`config.mk`:
```
export PLATFORM = sky130hd
export DESIGN_NAME = instr_encoder_flat
export DESIGN_NICKNAME = d
export VERILOG_FILES = /design/src/rtl/instr_encoder_if.sv /design/src/rtl/instr_encoder.sv /design/src/flat_wrapper.sv
export SDC_FILE = /design/constraint.sdc
export NUM_CORES = 1
export LEC_CHECK = 0
export CORE_MARGIN = 8
export CORE_UTILIZATION = 43
export DETAILED_ROUTE_END_ITERATION = 12
export GPL_TIMING_DRIVEN = 0
export PLACE_DENSITY = 0.8
export SLEW_MARGIN = 20
export SYNTH_ARGS = -nofsm -noshare
export SYNTH_HDL_FRONTEND = slang
export SYNTH_SLANG_ARGS = --single-unit
```
`constraint.sdc`:
```
create_clock -name clk -period 2.6 [get_ports clk]
set_input_delay 0.52 -clock clk [delete_from_list [all_inputs] [get_ports clk]]
set_output_delay 0.52 -clock clk [all_outputs]
set_load 0.01 [all_outputs]
```
`src/rtl/instr_encoder_if.sv`:
```
// Instruction request bundle for the RV32 encoder.
// Master drives the request fields, slave answers with in_ready.
interface instr_encoder_if;
  logic        in_valid;
  logic        in_ready;
  logic [2:0]  in_kind;
  logic [2:0]  in_funct3;
  logic [6:0]  in_funct7;
  logic [4:0]  in_rd;
  logic [4:0]  in_rs1;
  logic [4:0]  in_rs2;
  logic [12:0] in_imm;

  modport master (
    output in_valid, in_kind, in_funct3, in_funct7,
    output in_rd, in_rs1, in_rs2, in_imm,
    input  in_ready
  );

  modport slave (
    input  in_valid, in_kind, in_funct3, in_funct7,
    input  in_rd, in_rs1, in_rs2, in_imm,
    output in_ready
  );
endinterface

```
`src/rtl/instr_encoder.sv`:
```
// RV32 instruction encoder writing words into an instruction memory image.
// Build option ENC_NOP_PAD_EN: on flush, fill the image tail with NOPs.
module instr_encoder #(
  parameter int ADDR_W = 9
) (
  input  logic              clk,
  input  logic              rst_n,
  instr_encoder_if.slave    req,
  input  logic              flush,
  input  logic              restart,
  output logic              imem_we,
  output logic [ADDR_W-1:0] imem_addr,
  output logic [31:0]       imem_wdata,
  output logic              done,
  output logic              err,
  output logic [ADDR_W:0]   words_written
);

  localparam logic [ADDR_W:0] CAP = {1'b1, {ADDR_W{1'b0}}};
  localparam logic [31:0]     NOP = 32'h0000_0013;

`ifdef ENC_NOP_PAD_EN
  typedef enum logic [1:0] {
    S_RUN  = 2'd0,
    S_PAD  = 2'd1,
    S_DONE = 2'd2
  } state_t;
`else
  typedef enum logic [1:0] {
    S_RUN  = 2'd0,
    S_DONE = 2'd2
  } state_t;
`endif

  state_t            r_state;
  state_t            w_next;
  logic              r_we;
  logic [ADDR_W-1:0] r_addr;
  logic [31:0]       r_wdata;
  logic [ADDR_W:0]   r_cnt;
  logic              r_err;

  logic        w_full;
  logic        w_ready;
  logic        w_hs;
  logic        w_legal;
  logic        w_wr;
  logic        w_pad;
  logic [31:0] w_enc;
  logic [12:0] w_imm;
  logic        w_k_r;
  logic        w_k_i;
  logic        w_k_lw;
  logic        w_k_sw;
  logic        w_k_beq;
  logic        w_unused_imm0;

  assign w_imm         = req.in_imm;
  assign w_unused_imm0 = w_imm[0];

  assign w_full  = (r_cnt == CAP);
  assign w_ready = rst_n && !restart && !flush
                && (r_state == S_RUN) && !w_full;
  assign w_hs    = req.in_valid && w_ready;
  assign w_legal = (req.in_kind < 3'd5);
  assign w_wr    = w_hs && w_legal;

`ifdef ENC_NOP_PAD_EN
  assign w_pad = (r_state == S_PAD) && !w_full && !restart;
`else
  assign w_pad = 1'b0;
`endif

  assign w_k_r   = (req.in_kind == 3'd0);
  assign w_k_i   = (req.in_kind == 3'd1);
  assign w_k_lw  = (req.in_kind == 3'd2);
  assign w_k_sw  = (req.in_kind == 3'd3);
  assign w_k_beq = (req.in_kind == 3'd4);

  assign req.in_ready  = w_ready;
  assign imem_we       = r_we;
  assign imem_addr     = r_addr;
  assign imem_wdata    = r_wdata;
  assign done          = (r_state == S_DONE);
  assign err           = r_err;
  assign words_written = r_cnt;

  // Pack the request fields into the RV32 word for its kind.
  always_comb begin
    w_enc = '0;
    unique case (1'b1)
      w_k_r:   w_enc = {req.in_funct7, req.in_rs2, req.in_rs1,
                        req.in_funct3, req.in_rd, 7'b0110011};
      w_k_i:   w_enc = {w_imm[11:0], req.in_rs1, req.in_funct3,
                        req.in_rd, 7'b0010011};
      w_k_lw:  w_enc = {w_imm[11:0], req.in_rs1, 3'b010,
                        req.in_rd, 7'b0000011};
      w_k_sw:  w_enc = {w_imm[11:5], req.in_rs2, req.in_rs1,
                        3'b010, w_imm[4:0], 7'b0100011};
      w_k_beq: w_enc = {w_imm[12], w_imm[10:5], req.in_rs2,
                        req.in_rs1, 3'b000, w_imm[4:1],
                        w_imm[11], 7'b1100011};
      default: w_enc = '0;
    endcase
  end

  // Next state: flush or a full image closes it, restart reopens.
  always_comb begin
    w_next = r_state;
    unique case (r_state)
      S_RUN: begin
        if (flush) begin
`ifdef ENC_NOP_PAD_EN
          w_next = S_PAD;
`else
          w_next = S_DONE;
`endif
        end else if (w_full) begin
          w_next = S_DONE;
        end
      end
`ifdef ENC_NOP_PAD_EN
      S_PAD:   if (w_full) w_next = S_DONE;
`endif
      S_DONE:  w_next = S_DONE;
      default: w_next = S_RUN;
    endcase
    if (restart) w_next = S_RUN;
  end

  // State register.
  always_ff @(posedge clk or negedge rst_n) begin
    if (!rst_n) r_state <= S_RUN;
    else        r_state <= w_next;
  end

  // Write port, word counter and sticky error.
  always_ff @(posedge clk or negedge rst_n) begin
    if (!rst_n) begin
      r_we    <= 1'b0;
      r_addr  <= '0;
      r_wdata <= '0;
      r_cnt   <= '0;
      r_err   <= 1'b0;
    end else if (restart) begin
      r_we    <= 1'b0;
      r_cnt   <= '0;
      r_err   <= 1'b0;
    end else begin
      r_we <= w_wr || w_pad;
      if (w_wr || w_pad) begin
        r_addr  <= r_cnt[ADDR_W-1:0];
        r_wdata <= w_pad ? NOP : w_enc;
        r_cnt   <= r_cnt + 1'b1;
      end
      if (w_hs && !w_legal) r_err <= 1'b1;
    end
  end

endmodule

```
`src/flat_wrapper.sv`:
```
// flat-port wrapper written by rule: the top's interface ports become plain ports
module instr_encoder_flat 
#(
  parameter int ADDR_W = 9
)
  (clk, rst_n, flush, restart, imem_we, imem_addr, imem_wdata, done, err, words_written, req_in_valid, req_in_kind, req_in_funct3, req_in_funct7, req_in_rd, req_in_rs1, req_in_rs2, req_in_imm, req_in_ready);
  instr_encoder_if req_i ();
  input  logic clk;
  input  logic rst_n;
  input  logic flush;
  input  logic restart;
  output logic imem_we;
  output logic [ADDR_W-1:0] imem_addr;
  output logic [31:0] imem_wdata;
  output logic done;
  output logic err;
  output logic [ADDR_W:0] words_written;
  input wire logic [$bits(req_i.in_valid)-1:0] req_in_valid;
  input wire logic [$bits(req_i.in_kind)-1:0] req_in_kind;
  input wire logic [$bits(req_i.in_funct3)-1:0] req_in_funct3;
  input wire logic [$bits(req_i.in_funct7)-1:0] req_in_funct7;
  input wire logic [$bits(req_i.in_rd)-1:0] req_in_rd;
  input wire logic [$bits(req_i.in_rs1)-1:0] req_in_rs1;
  input wire logic [$bits(req_i.in_rs2)-1:0] req_in_rs2;
  input wire logic [$bits(req_i.in_imm)-1:0] req_in_imm;
  output wire logic [$bits(req_i.in_ready)-1:0] req_in_ready;
  assign req_i.in_valid = req_in_valid;
  assign req_i.in_kind = req_in_kind;
  assign req_i.in_funct3 = req_in_funct3;
  assign req_i.in_funct7 = req_in_funct7;
  assign req_i.in_rd = req_in_rd;
  assign req_i.in_rs1 = req_in_rs1;
  assign req_i.in_rs2 = req_in_rs2;
  assign req_i.in_imm = req_in_imm;
  assign req_in_ready = req_i.in_ready;
  instr_encoder #(.ADDR_W(ADDR_W)) u_core (.clk(clk), .rst_n(rst_n), .req(req_i), .flush(flush), .restart(restart), .imem_we(imem_we), .imem_addr(imem_addr), .imem_wdata(imem_wdata), .done(done), .err(err), .words_written(words_written));
endmodule
```
==> results of run 1 <==
-- power breakdown --
group | switching [mW] | internal [mW] | total, mW
combinational | 0.215 | 0.328 | 0.543
sequential | 0.0508 | 0.891 | 0.942
clock | 0.249 | 0.243 | 0.492
total | 0.514 | 1.46 | 1.98
-- per-stage QoR --
stage	setup slack, ns	hold WS [ns]	utilization	area [um2]	std cells
finish	0.116	0.227	0.675	3740	409
global route	0.0221	0.277	0.675	3740	409
CTS	0.0154	0.257	0.663	3670	400
detailed placement	-0.569	0.489	0.639	3540	390
global placement	-1.87	0.473	0.640	3540	390
floorplan	0.301	0.224	-	2480	221
-- state kept, by name (all words and copies together) (netlist names) --
name	count
u_core.err	1
u_core.words_written	10
u_core.imem_we	1
u_core.imem_addr	9
u_core.r_state	1
u_core.imem_wdata	29
-- cells by family (layout without fill, tap and decap cells) --
family | after synthesis | in the layout | synth area share
XOR/XNOR | 2 | 2 | 0.00706
buffers and inverters | 22 | 138 | 0.0515
multiplexers | 29 | 29 | 0.137
flip-flops | 51 | 51 | 0.515
adder cells (fa/ha/maj) | 2 | 2 | 0.0101
other | 1 | 2 | 0.00151
AND/OR/NAND/NOR | 48 | 48 | 0.108
AO/OA/AOI/OAI | 65 | 65 | 0.170
-- cell usage after synthesis, drive strengths merged --
master / n / share of area
or3: 1 / 0.0025
o31a: 1 / 0.0035
ha: 2 / 0.010
nand3: 6 / 0.012
nand2b: 1 / 0.0025
a211o: 1 / 0.0035
xnor2: 2 / 0.0071
conb: 1 / 0.0015
nor2: 9 / 0.014
nor2b: 2 / 0.0050
nand2: 8 / 0.015
or4: 1 / 0.0045
o22ai: 1 / 0.0025
a21oi: 13 / 0.029
a22o: 6 / 0.021
o31ai: 4 / 0.014
or2: 1 / 0.0025
clkbuf: 7 / 0.012
and3b: 1 / 0.0035
o21ai: 27 / 0.054
inv: 6 / 0.010
nor4: 4 / 0.010
nor3: 3 / 0.0061
mux2: 21 / 0.10
mux2i: 8 / 0.032
a31oi: 2 / 0.0050
nand4: 3 / 0.0076
dfrtp: 51 / 0.51
and2: 3 / 0.0076
a22oi: 4 / 0.012
a221o: 6 / 0.024
and4: 3 / 0.011
buf: 9 / 0.030
and3: 2 / 0.0050
-- area by class of cell --
cell class	instances	area, um2	share of cell area
multi-input combinational	148	1090	0.292
timing repair buffer	110	1060	0.284
inverter	6	25.0	0.00669
clock buffer	8	100	0.0268
tap	72	90.1	0.0241
sequential	51	1280	0.342
buffer	14	92.6	0.0247
-- layout by cell type (no fill, tap or decap), types with 7 or more instances in the layout --
| cell | count |
|---|---|
| clkdlybuf4s50_1 | 95 |
| dfrtp_1 | 48 |
| o21ai_0 | 27 |
| buf_4 | 18 |
| mux2_2 | 15 |
| a21oi_1 | 11 |
| nor2_1 | 9 |
| mux2i_1 | 8 |
| nand2_1 | 7 |
| clkbuf_8 | 7 |
-- metal layers --
layer	vias to the layer above	wire length, um	GRT usage
li1	1043	-	-
met1	1095	3020	0.199
met2	88	3400	0.272
met3	13	587	0.0562
met4	0	142	0.0644
met5	-	0	0
-- path summary, 6_finish.rpt --
path | to | from | slack (ns) | depth (start not counted)
min in group clk | u_core.imem_wdata[14] | u_core.imem_wdata[14] | 0.51 | 2
max in group asynchronous | u_core.words_written[8] | rst_n | 1.90 | 1
min | u_core.words_written[4] | rst_n | 0.23 | 1
max reg2reg | u_core.imem_wdata[13] | u_core.words_written[2] | 0.18 | 6
max | req_in_ready | u_core.words_written[2] | 0.12 | 4
min reg2reg | u_core.imem_wdata[14] | u_core.imem_wdata[14] | 0.51 | 2
-- critical path, stage by stage, from the launching register on --
cell	delay, ns
dfrtp_2	0.46
or4_4	0.54
o31a_1	0.36
and2_1	0.17
buf_2	0.13
-- timing repair --
action                                  4_1_cts  5_1_grt
pin swaps                                     1        3
endpoints found under the setup margin        7        7
resized for setup                             8        3
buffers inserted                              3       10
==> impl_metrics.ini, run 1 <==
[outcome]
outcome = finished, final reports clean

[yosys]
synth-seq-area-share = 0.515
ys_warn_count = 0
avgSynthCellArea_um2 = 11.3
synth_area_um2 = 2480
yosys_register_bits = 51
synthCells = 220
yosysUniqueCellTypes = 42

[detailed_routing]
ant_nets = 0
vias_per_cell = 5.47
wl_per_cell_um = 17.5
routed_wl_um = 7150
route.detailed.drc = 0
drt-initial-drc-count = 105
dr_total_vias = 2239
dr.pass1.iters = 4

[min_path]
min_path_type = in -> async

[floorplan]
fp.dieH_um = 91.9
core_area_um2 = 5540
fp.dieW_um = 91.9
rows = 27
initial_core_util = 0.448
io_pins = 101
die_area_um2 = 8450

[timing]
skew_ns = 0.00730
fmaxAchievable_mhz = 403
setup_violations = 0
worstMarginPinSlew_ns = 0.767
finalSetupTns_ns = 0
finalMaxSlewViolations = 0
final.min_clock_period_ns = 2.48
finalCritPeriodShare = 0.955
hold_violations = 0
max_slew_margin = 0.486
rsz0062_at_grt = false

[power]
power.leakage_nw = 1.63
p_per_area_nw_per_um2 = 529
power_mw = 1.98
ir_drop_mv = 0.324

[setup_path]
end_kind = primary output
worstSetupStartpointType = register
crit_fanout = 7
cp.required_ns = 2.08
critical_path_class = reg -> out
crit_arrival_ns = 1.96

[clocking]
cts.path.max_buffers = 2
clk_latency_ns = 0.31
cts.htree.levels = 2
cts_buffers = 5
ctsRootBufferMaster = clkbuf_8
cts_tree = yes
cts_sinks = 51
hold_buffers = 0
clk_pin_slew_ns = 0.09

[grt]
grt_pass1_wl_um = 11400
grt_max_degree = 55
grt_pass1_vias = 2279
grt-ovfl-total = 0
grt_usage = 0.167
antenna_found_initial = 0

[finish]
drive_above_1_share = 0.187
nets = 384
fill_cells = 459
diodes = 0
area_delta_synth_final_pct = 50.9

[place]
io_buffers = 97
place_hpwl_um = 5310
gp_congestion = 0.813

[run]
maxCapViolCount = 0
Note: power is estimated with default switching activity, not from simulation.
==> inputs of run 2 (changes only) <==
--- a/config.mk
+++ b/config.mk
@@ -8,7 +8,6 @@
 export CORE_MARGIN = 8
 export CORE_UTILIZATION = 43
 export DETAILED_ROUTE_END_ITERATION = 12
-export GPL_TIMING_DRIVEN = 0
 export PLACE_DENSITY = 0.8
 export SLEW_MARGIN = 20
 export SYNTH_ARGS = -nofsm -noshare
==> constraint.sdc (replaced) <==
create_clock -name clk -period 2.6 [get_ports clk]
set_input_delay 0.52 -clock clk [delete_from_list [all_inputs] [get_ports clk]]
set_output_delay 0.52 -clock clk [all_outputs]
set_load 0.1 [all_outputs]
==> impl_metrics.ini, run 2 (same netlist as run 1, synthesis figures left out) <==
[place]
place_hpwl_um = 5180
io_buffers = 98
gp_congestion = 0.778
placed_cells = 390
preCtsSetupSlack_ns = -0.0334
placed_cell_area_um2 = 3450

[power]
seq_power_share = 0.348
ir_drop_mv = 0.499
power.leakage_nw = 1.70
switchingPower_mw = 1.25
p_clk_frac = 0.196
power_mw = 2.72
swShare = 0.459
comb_power_share = 0.457
p_per_area_nw_per_um2 = 755
p_int_mw = 1.47

[timing]
hold_violations = 0
finalMaxSlewViolations = 0
finalSetupTns_ns = 0
worstMarginPinSlew_ns = 0.713
setup_ws_ns = 0.0886
final.min_clock_period_ns = 2.51
fmaxAchievable_mhz = 398
finalCritPeriodShare = 0.966
holdWs_ns = 0.0182
setup_violations = 0
skew_ns = 0.00452
max_slew_margin = 0.525
rsz0062_at_grt = false

[finish]
area_delta_synth_final_pct = 45.4
largest_reg_flops = 29
nets = 377
multi_input_area_um2 = 1100
layout_commonest_cell = buf_4
stdcell_count = 402
ff_latch_area_um2 = 1290
fin_util = 0.651
final_cell_mix = buf_4, dfrtp_1, clkdlybuf4s50_1
drive_above_1_share = 0.348
fill_cells = 477
finish.instance_area_um2 = 3600
diodes = 0

[grt]
grt.met2_usage = 0.251
grt-ovfl-total = 0
grt_pass1_vias = 2291
grt_max_degree = 50
grt_busiest_layer = met2
antenna_found_initial = 0
grtUsageMet3 = 0.0505
grt_usage = 0.161
grt_pass1_wl_um = 11200
grt_use_met1 = 0.209

[floorplan]
die_area_um2 = 8450
fp.dieH_um = 91.9
rows = 27
io_pins = 101
initial_core_util = 0.448
fp.dieW_um = 91.9
core_area_um2 = 5540

[setup_path]
slowest_stage = or4_4
reg2reg_to = u_core.words_written[0]
r2r_slack_ns = 0.20
crit_fanout = 3
slowest_delay_ns = 0.54
cp_cell_sequence = or4_4 > o31a_1 > and2_4 > buf_12
crit_arrival_ns = 1.99
worstSetupStartpointType = register
cp.required_ns = 2.08
critical_path_class = reg -> out
reg2reg_from = u_core.words_written[2]
rr_worst_depth = 6
end_kind = primary output

[clocking]
ctsRootBufferMaster = clkbuf_8
cts_buffers = 5
cts_sinks = 51
cts.path.max_buffers = 2
cts_tree = yes
clk_pin_slew_ns = 0.09
cts.htree.levels = 2
hold_buffers = 0
clk_latency_ns = 0.30

[detailed_routing]
wl_per_cell_um = 17.1
dr_total_vias = 2173
routed_wl_um = 6890
ant_nets = 0
route.detailed.drc = 0
drt-initial-drc-count = 108
dr.pass1.iters = 4
vias_per_cell = 5.41

[outcome]
outcome = finished, final reports clean

[min_path]
min_path_type = in -> async

[run]
maxCapViolCount = 0
[run 2: cell types whose count changed in the layout (fill, tap and decap cells not counted), moves of 2 or more]
cell / delta
dfrtp_1: -3
clkdlybuf4s50_1: -51
buf_4: +53
dfrtp_4: +2
buf_6: -3
clkbuf_8: -2
clkbuf_1: -4
[run 2: what timing repair did]
action / CTS / global route
resized for setup: 0 / 1
pin swaps: 1 / 2
setup endpoints to repair: 6 / 1
buffers inserted: 0 / 4
endpoints found under the hold margin: 0 / 0
[run 2: final cells by class]
type	instances	share of cell area
clock inverter	1	0.00833
multi-input combinational	148	0.304
sequential	51	0.358
inverter	6	0.00694
tap	72	0.0250
clock buffer	7	0.0212
timing repair buffer	117	0.277
[run 2: critical path, delay by kind of cell (launching register included)]
kind | cells | cell delay [ns]
buffers and inverters | 1 | 0.16
AO/OA/AOI/OAI | 1 | 0.34
AND/OR/NAND/NOR | 2 | 0.71
flip-flops | 1 | 0.49
[run 2: worst max-delay path by stage]
stage,startpoint,to,slack [ns],cells after the start
4_1_cts,u_core.words_written[5],u_core.words_written[5],-0.05,4
3_5_place_dp,u_core.words_written[5],u_core.words_written[5],-0.03,4
3_3_place_gp,u_core.words_written[5],u_core.words_written[6],0.03,4
6_report,u_core.words_written[2],req_in_ready,0.09,4
2_1_floorplan,u_core.words_written[5],req_in_ready,0.0009,5
5_1_grt,u_core.words_written[5],req_in_ready,0.03,4
[run 2: power by group through the flow]
stage	clock network, mW	registers, mW	logic [mW]
2_1_floorplan	0	1.69	0.200
3_3_place_gp	0	0.957	1.24
3_5_place_dp	0	0.961	1.25
4_1_cts	0.549	0.946	1.25
5_1_grt	0.577	0.959	1.29
6_report	0.532	0.946	1.24
[run 2: metal layers]
| layer | up-vias | share of wire |
|---|---|---|
| met5 | - | 0 |
| met4 | 0 | 0.0077 |
| met3 | 4 | 0.071 |
| met2 | 81 | 0.47 |
| met1 | 1066 | 0.45 |
| li1 | 1022 | - |
